===== config.mk =====
export PLATFORM = sky130hd
export DESIGN_NAME = xmit_serializer
export DESIGN_NICKNAME = d
export VERILOG_FILES = /design/src/rtl/xmit_serializer.sv
export SDC_FILE = /design/constraint.sdc
export NUM_CORES = 1
export LEC_CHECK = 0
export BUFFER_PORTS_ARGS = -buffer_cell sky130_fd_sc_hd__buf_2
export CORE_AREA = 2 2 77 42
export DETAILED_ROUTE_END_ITERATION = 12
export DIE_AREA = 0 0 79 44
export PLACE_DENSITY_LB_ADDON = 0.08
export SLEW_MARGIN = 0
export SYNTH_ARGS = -nofsm -noshare
export SYNTH_HDL_FRONTEND = slang
export SYNTH_SLANG_ARGS = --single-unit

===== constraint.sdc =====
create_clock -name clk -period 2.3 [get_ports clk]
set_input_delay 0.46 -clock clk [delete_from_list [all_inputs] [get_ports clk]]
set_output_delay 0.46 -clock clk [all_outputs]
set_load 0.1 [all_outputs]

===== src/rtl/xmit_serializer.sv =====
// UART transmit serializer: start bit, DATA_WIDTH data bits LSB first, stop bit.
// Build option: define XMIT_PARITY_EN to insert an even-parity bit between data and stop.
// All outputs are registered; sout idles high.
module xmit_serializer #(
  parameter int unsigned DATA_WIDTH   = 8,
  parameter int unsigned CLKS_PER_BIT = 16
) (
  input  logic                  clk,
  input  logic                  rst,
  input  logic                  start_xmit,
  input  logic [DATA_WIDTH-1:0] xmit_data,
  output logic                  sout,
  output logic                  xmitting,
  output logic                  done_xmitting
);

  localparam int unsigned DivW = (CLKS_PER_BIT > 1) ? $clog2(CLKS_PER_BIT) : 1;
  localparam int unsigned CntW = (DATA_WIDTH > 1) ? $clog2(DATA_WIDTH) : 1;
  localparam logic [DivW-1:0] DivLast = DivW'(CLKS_PER_BIT - 1);
  localparam logic [CntW-1:0] CntLast = CntW'(DATA_WIDTH - 1);

  typedef enum logic [2:0] {
    StIdle,
    StStart,
    StData,
`ifdef XMIT_PARITY_EN
    StParity,
`endif
    StStop
  } state_e;

  state_e                state_q, state_d;
  logic [DATA_WIDTH-1:0] shift_q, shift_d;
  logic [CntW-1:0]       cnt_q, cnt_d;
  logic [DivW-1:0]       div_q, div_d;
  logic                  sout_q, sout_d;
  logic                  busy_q, busy_d;
  logic                  done_q, done_d;
`ifdef XMIT_PARITY_EN
  logic                  par_q, par_d;
`endif

  logic bit_last;
  assign bit_last = (div_q == DivLast);

  // Next-state: frame sequencing, bit-period divider and registered line value.
  always_comb begin
    state_d = state_q;
    shift_d = shift_q;
    cnt_d   = cnt_q;
    div_d   = div_q + 1'b1;
    sout_d  = sout_q;
    busy_d  = busy_q;
    done_d  = 1'b0;
`ifdef XMIT_PARITY_EN
    par_d   = par_q;
`endif
    case (state_q)
      StIdle: begin
        sout_d = 1'b1;
        busy_d = 1'b0;
        div_d  = '0;
        if (start_xmit) begin
          shift_d = xmit_data;
          state_d = StStart;
          sout_d  = 1'b0;
          busy_d  = 1'b1;
`ifdef XMIT_PARITY_EN
          par_d   = ^xmit_data;
`endif
        end
      end
      StStart: begin
        if (bit_last) begin
          state_d = StData;
          sout_d  = shift_q[0];
          cnt_d   = '0;
          div_d   = '0;
        end
      end
      StData: begin
        if (bit_last) begin
          div_d = '0;
          if (cnt_q == CntLast) begin
`ifdef XMIT_PARITY_EN
            state_d = StParity;
            sout_d  = par_q;
`else
            state_d = StStop;
            sout_d  = 1'b1;
`endif
          end else begin
            shift_d = shift_q >> 1;
            sout_d  = shift_q[1];
            cnt_d   = cnt_q + 1'b1;
          end
        end
      end
`ifdef XMIT_PARITY_EN
      StParity: begin
        if (bit_last) begin
          state_d = StStop;
          sout_d  = 1'b1;
          div_d   = '0;
        end
      end
`endif
      StStop: begin
        sout_d = 1'b1;
        if (bit_last) begin
          state_d = StIdle;
          busy_d  = 1'b0;
          done_d  = 1'b1;
          div_d   = '0;
        end
      end
      default: begin
        state_d = StIdle;
        sout_d  = 1'b1;
        busy_d  = 1'b0;
        div_d   = '0;
      end
    endcase
  end

  // State registers; asynchronous reset forces the line high and abandons any frame.
  always_ff @(posedge clk or negedge rst) begin
    if (!rst) begin
      state_q <= StIdle;
      shift_q <= '0;
      cnt_q   <= '0;
      div_q   <= '0;
      sout_q  <= 1'b1;
      busy_q  <= 1'b0;
      done_q  <= 1'b0;
`ifdef XMIT_PARITY_EN
      par_q   <= 1'b0;
`endif
    end else begin
      state_q <= state_d;
      shift_q <= shift_d;
      cnt_q   <= cnt_d;
      div_q   <= div_d;
      sout_q  <= sout_d;
      busy_q  <= busy_d;
      done_q  <= done_d;
`ifdef XMIT_PARITY_EN
      par_q   <= par_d;
`endif
    end
  end

  assign sout          = sout_q;
  assign xmitting      = busy_q;
  assign done_xmitting = done_q;

endmodule


==> impl_results.html <==
<table>
<tr><th>Metric</th><th>Value</th></tr>
<tr><th colspan="2">Placed design</th></tr>
<tr><td>Cell total after placement</td><td>177</td></tr>
<tr><td>Buffers on Ports</td><td>13</td></tr>
<tr><td>Routability cong.</td><td>slightly above 0.8</td></tr>
<tr><td>Final HPWL from detailed placement</td><td>between 2000 and 2500 um</td></tr>
<tr><th colspan="2">STA</th></tr>
<tr><td>Total Negative Setup Slacks</td><td>0 ns</td></tr>
<tr><td>Period minus WS final</td><td>1.86 ns</td></tr>
<tr><td>Finish-stage setup viols</td><td>0</td></tr>
<tr><td>Endpoints failing hold</td><td>0</td></tr>
<tr><td>RSZ-0062 raised after global routing</td><td>no</td></tr>
<tr><td>Normalized max-slew margin</td><td>0.678</td></tr>
<tr><td>Clock Skew</td><td>0.00513 ns</td></tr>
<tr><td>Highest attainable clock frequency</td><td>about 0.54 GHz</td></tr>
<tr><td>Final period utilization</td><td>0.809</td></tr>
<tr><td>Actual slew at the worst max-slew pin</td><td>0.487 ns</td></tr>
<tr><td>Final Slew Violations</td><td>0</td></tr>
<tr><th colspan="2">Finish</th></tr>
<tr><td>Most frequent cells in the layout</td><td>sky130_fd_sc_hd__dfrtp_1 (19), sky130_fd_sc_hd__buf_2 (13), sky130_fd_sc_hd__inv_1 (10), sky130_fd_sc_hd__a21oi_1 (8), sky130_fd_sc_hd__ha_1 (8)</td></tr>
<tr><td>Ratio of cells with drive above 1 in the final layout</td><td>0.305</td></tr>
<tr><td>Post-layout net count</td><td>161</td></tr>
<tr><td>Non-Filler Instances</td><td>181</td></tr>
<tr><td>Most frequent standard cell in the layout excluding fill and tap cells</td><td>sky130_fd_sc_hd__dfrtp_1</td></tr>
<tr><td>Area growth from synthesis to layout</td><td>8.67%</td></tr>
<tr><td>Inserted Diodes</td><td>0</td></tr>
<tr><th colspan="2">Synthesis</th></tr>
<tr><td>Yosys warning count</td><td>0</td></tr>
<tr><td>Synthesized flop and latch total</td><td>20</td></tr>
<tr><td>Fraction of synthesized cell area taken by the top area cell type</td><td>0.351</td></tr>
<tr><td>Syn avg cell area</td><td>around 10 um^2</td></tr>
<tr><td>Cell variety after synth</td><td>44</td></tr>
<tr><td>Number of instances in the synthesized netlist</td><td>131</td></tr>
<tr><td>Number of enable flip-flop cells after synthesis</td><td>0</td></tr>
<tr><td>Cell types occupying the most area after synthesis</td><td>sky130_fd_sc_hd__dfrtp_1 (35%), sky130_fd_sc_hd__ha_1 (7.4%), sky130_fd_sc_hd__a221oi_2 (5.5%)</td></tr>
<tr><td>Cell type with the largest total area after synthesis</td><td>sky130_fd_sc_hd__dfrtp_1</td></tr>
<tr><td>Area of the mapped netlist</td><td>1360 um^2</td></tr>
<tr><td>Fraction of registers with async set/reset</td><td>1.00</td></tr>
<tr><td>Total nets after synthesis</td><td>150</td></tr>
<tr><td>Main flop type after synthesis</td><td>sky130_fd_sc_hd__dfrtp_1</td></tr>
<tr><td>Proportion of synthesized chip area in sequential cells</td><td>0.370</td></tr>
<tr><th colspan="2">Die</th></tr>
<tr><td>Floorplan die area</td><td>3480 um^2</td></tr>
<tr><td>Horizontal die dimension</td><td>79 um</td></tr>
<tr><td>Placement row count</td><td>14</td></tr>
<tr><td>Ports placed on the boundary</td><td>14</td></tr>
<tr><td>Die Height</td><td>44 um</td></tr>
<tr><td>Core ar.</td><td>2840 um^2</td></tr>
<tr><td>Effective utilization at floorplan</td><td>0.478</td></tr>
<tr><th colspan="2">Detailed routing</th></tr>
<tr><td>Total via count after detailed routing</td><td>1056</td></tr>
<tr><td>Average vias per placed instance</td><td>5.83</td></tr>
<tr><td>Routed length per placed instance</td><td>15.6 um</td></tr>
<tr><td>Total iterations of the first detailed-routing run</td><td>4</td></tr>
<tr><td>Post-route DRC violation count</td><td>0</td></tr>
<tr><td>Antenna violation net count after detailed routing</td><td>0</td></tr>
<tr><td>Total wirelength of the detailed-routed design</td><td>~2800 um</td></tr>
<tr><td>Starting DRC count in detailed routing</td><td>between 70 and 80</td></tr>
<tr><th colspan="2">Setup path</th></tr>
<tr><td>Kind of capture point of the worst setup path</td><td>flop</td></tr>
<tr><td>Critical register-to-register path startpoint</td><td>cnt_q[0]</td></tr>
<tr><td>Destination of the worst register-to-register timing path</td><td>shift_q[5]</td></tr>
<tr><td>CP max FO</td><td>9</td></tr>
<tr><td>Slack of the worst reg-to-reg path</td><td>0.44 ns</td></tr>
<tr><td>CP Data Required Time</td><td>between 2 and 2.5 ns</td></tr>
<tr><td>Arrival time at the worst endpoint</td><td>2.00 ns</td></tr>
<tr><td>Critical path class</td><td>reg -&gt; reg</td></tr>
<tr><td>Logic depth of the worst register-to-register path</td><td>5</td></tr>
<tr><td>Type of origin of the critical path</td><td>flop</td></tr>
<tr><th colspan="2">Power</th></tr>
<tr><td>Cell-internal power</td><td>1110 uW</td></tr>
<tr><td>Static leakage power</td><td>just under 0.0007 uW</td></tr>
<tr><td>Power spent charging and discharging nets</td><td>around 890 uW</td></tr>
<tr><td>Fraction of power spent switching nets</td><td>0.443</td></tr>
<tr><td>Part of the total power dissipated in combinational logic</td><td>0.547</td></tr>
<tr><td>Share of power burned in registers</td><td>0.317</td></tr>
<tr><td>Clock Power Share</td><td>0.136</td></tr>
<tr><td>Power per Cell Area</td><td>1360 nW/um^2</td></tr>
<tr><td>Worst voltage drop across the vdd grid</td><td>0.678 mV</td></tr>
<tr><th colspan="2">Clocking</th></tr>
<tr><td>Source-to-sink clock delay at the later pin of the worst-skew pair</td><td>0.26 ns</td></tr>
<tr><td>Post-cts resize count</td><td>0</td></tr>
<tr><td>Clock sink total</td><td>20</td></tr>
<tr><td>Number of buffers added for setup after CTS</td><td>0</td></tr>
<tr><td>Post-CTS Hold Fix Bufs</td><td>0</td></tr>
<tr><td>Cts bufs inserted</td><td>3</td></tr>
<tr><td>Clock-pin slew of the registers on the worst-case setup and hold paths</td><td>0.08 ns</td></tr>
<tr><td>TritonCTS clock tree</td><td>done</td></tr>
<tr><td>Root cell of the clock tree</td><td>sky130_fd_sc_hd__clkbuf_8</td></tr>
<tr><td>Count of H-tree levels built during CTS</td><td>1</td></tr>
<tr><td>Maximum buffer depth of the clock tree</td><td>2</td></tr>
<tr><th colspan="2">Global route</th></tr>
<tr><td>Number of antenna violations at the first check in global routing</td><td>0</td></tr>
<tr><td>Pin count of the biggest net entering global routing</td><td>21</td></tr>
<tr><td>Remaining Overflow, GRT</td><td>0</td></tr>
<tr><td>Global-route wire length before repair</td><td>4940 um</td></tr>
<tr><td>Via count of the first global-routing pass</td><td>between 900 and 1k</td></tr>
<tr><td>Total routing usage reported by global routing</td><td>0.189</td></tr>
<tr><th colspan="2">Min path</th></tr>
<tr><td>Hold Path Class</td><td>in -&gt; async</td></tr>
<tr><th colspan="2">Job</th></tr>
<tr><td>Max-cap violation count</td><td>0</td></tr>
<tr><th colspan="2">Outcome</th></tr>
<tr><td>Status</td><td>complete, no violations</td></tr>
</table>
-- power groups by stage --
stage               sequential [uW]  clock [uW]  combinational [uW]
global placement                637           0                1090
global route                    661         298                1220
CTS                             632         284                1100
floorplan                       688           0                 861
detailed placement              639           0                1090
finish                          633         273                1090
-- sequential cells by signal, indices dropped and copies added (netlist names) --
name and flops:
done_xmitting 1, xmitting 1, cnt_q 3, sout 1, div_q 4, state_q 2, shift_q 8
-- cell families after synthesis --
| group | after synthesis | share of synthesized area |
|---|---|---|
| compound gates | 43 | 0.272 |
| mux | 4 | 0.0323 |
| fa+ha+maj | 8 | 0.0738 |
| xor+xnor | 1 | 0.00646 |
| simple gates | 33 | 0.154 |
| buf+inv | 22 | 0.0913 |
| flops | 20 | 0.370 |
-- synth_stat cells, types with 2 or more instances --
cell type / n
sky130_fd_sc_hd__nand3b_1: 6
sky130_fd_sc_hd__and2_1: 2
sky130_fd_sc_hd__nor2b_1: 4
sky130_fd_sc_hd__a41o_1: 5
sky130_fd_sc_hd__buf_6: 2
sky130_fd_sc_hd__nor3_1: 2
sky130_fd_sc_hd__a31oi_1: 7
sky130_fd_sc_hd__ha_1: 8
sky130_fd_sc_hd__or2_2: 7
sky130_fd_sc_hd__o21ai_1: 2
sky130_fd_sc_hd__buf_4: 6
sky130_fd_sc_hd__nor2_1: 4
sky130_fd_sc_hd__inv_1: 10
sky130_fd_sc_hd__o2bb2ai_1: 2
sky130_fd_sc_hd__buf_2: 2
sky130_fd_sc_hd__a21oi_1: 8
sky130_fd_sc_hd__mux2_1: 2
sky130_fd_sc_hd__nand2_1: 3
sky130_fd_sc_hd__dfrtp_1: 19
sky130_fd_sc_hd__a22oi_1: 2
sky130_fd_sc_hd__a221oi_2: 5
-- worst max path at each step --
stage          slack (ns)     start  cells past startpoint          to
2_1_floorplan        0.62  cnt_q[0]                      6  shift_q[5]
3_3_place_gp         0.48  div_q[0]                      4  state_q[0]
3_5_place_dp         0.46  cnt_q[0]                      5  shift_q[5]
4_1_cts              0.44  cnt_q[0]                      5  shift_q[5]
5_1_grt              0.32  cnt_q[0]                      5  shift_q[5]
6_report             0.44  cnt_q[0]                      5  shift_q[5]
-- cell type report --
cell class	instances	area [um^2]
timing repair buffer	17	95.1
multi-input combinational	89	731
fill	256	1360
clock buffer	4	55.1
inverter	11	41.3
sequential	20	502
tap	40	50.0
-- worst max-delay path, cell delays in order (launching register included) --
cell                      delay (ns)
sky130_fd_sc_hd__dfrtp_1        0.41
sky130_fd_sc_hd__ha_1           0.21
sky130_fd_sc_hd__ha_1           0.28
sky130_fd_sc_hd__nand2_1        0.28
sky130_fd_sc_hd__nand2_2        0.19
sky130_fd_sc_hd__o32a_1         0.37
-- through the flow --
step	setup slack, ns	hold slack, ns	total power [uW]	utilization	cell area [um^2]
final	0.440	0.141	2000	0.519	1470
after global routing	0.323	0.173	2180	0.519	1470
after CTS	0.441	0.150	2020	0.519	1470
after detailed placement	0.462	0.439	1730	0.500	1420
after global placement	0.484	0.436	1730	0.500	1420
after floorplan	0.618	0.164	1550	-	1360
-- metal layers --
metal | vias to the layer above | GRT usage | wire length [um]
met5 | - | 0 | 0
met4 | 0 | 0.0310 | 11
met3 | 2 | 0.0438 | 189
met2 | 37 | 0.256 | 1190
met1 | 510 | 0.306 | 1440
li1 | 507 | - | -
Power figures use the tool's default switching activity.
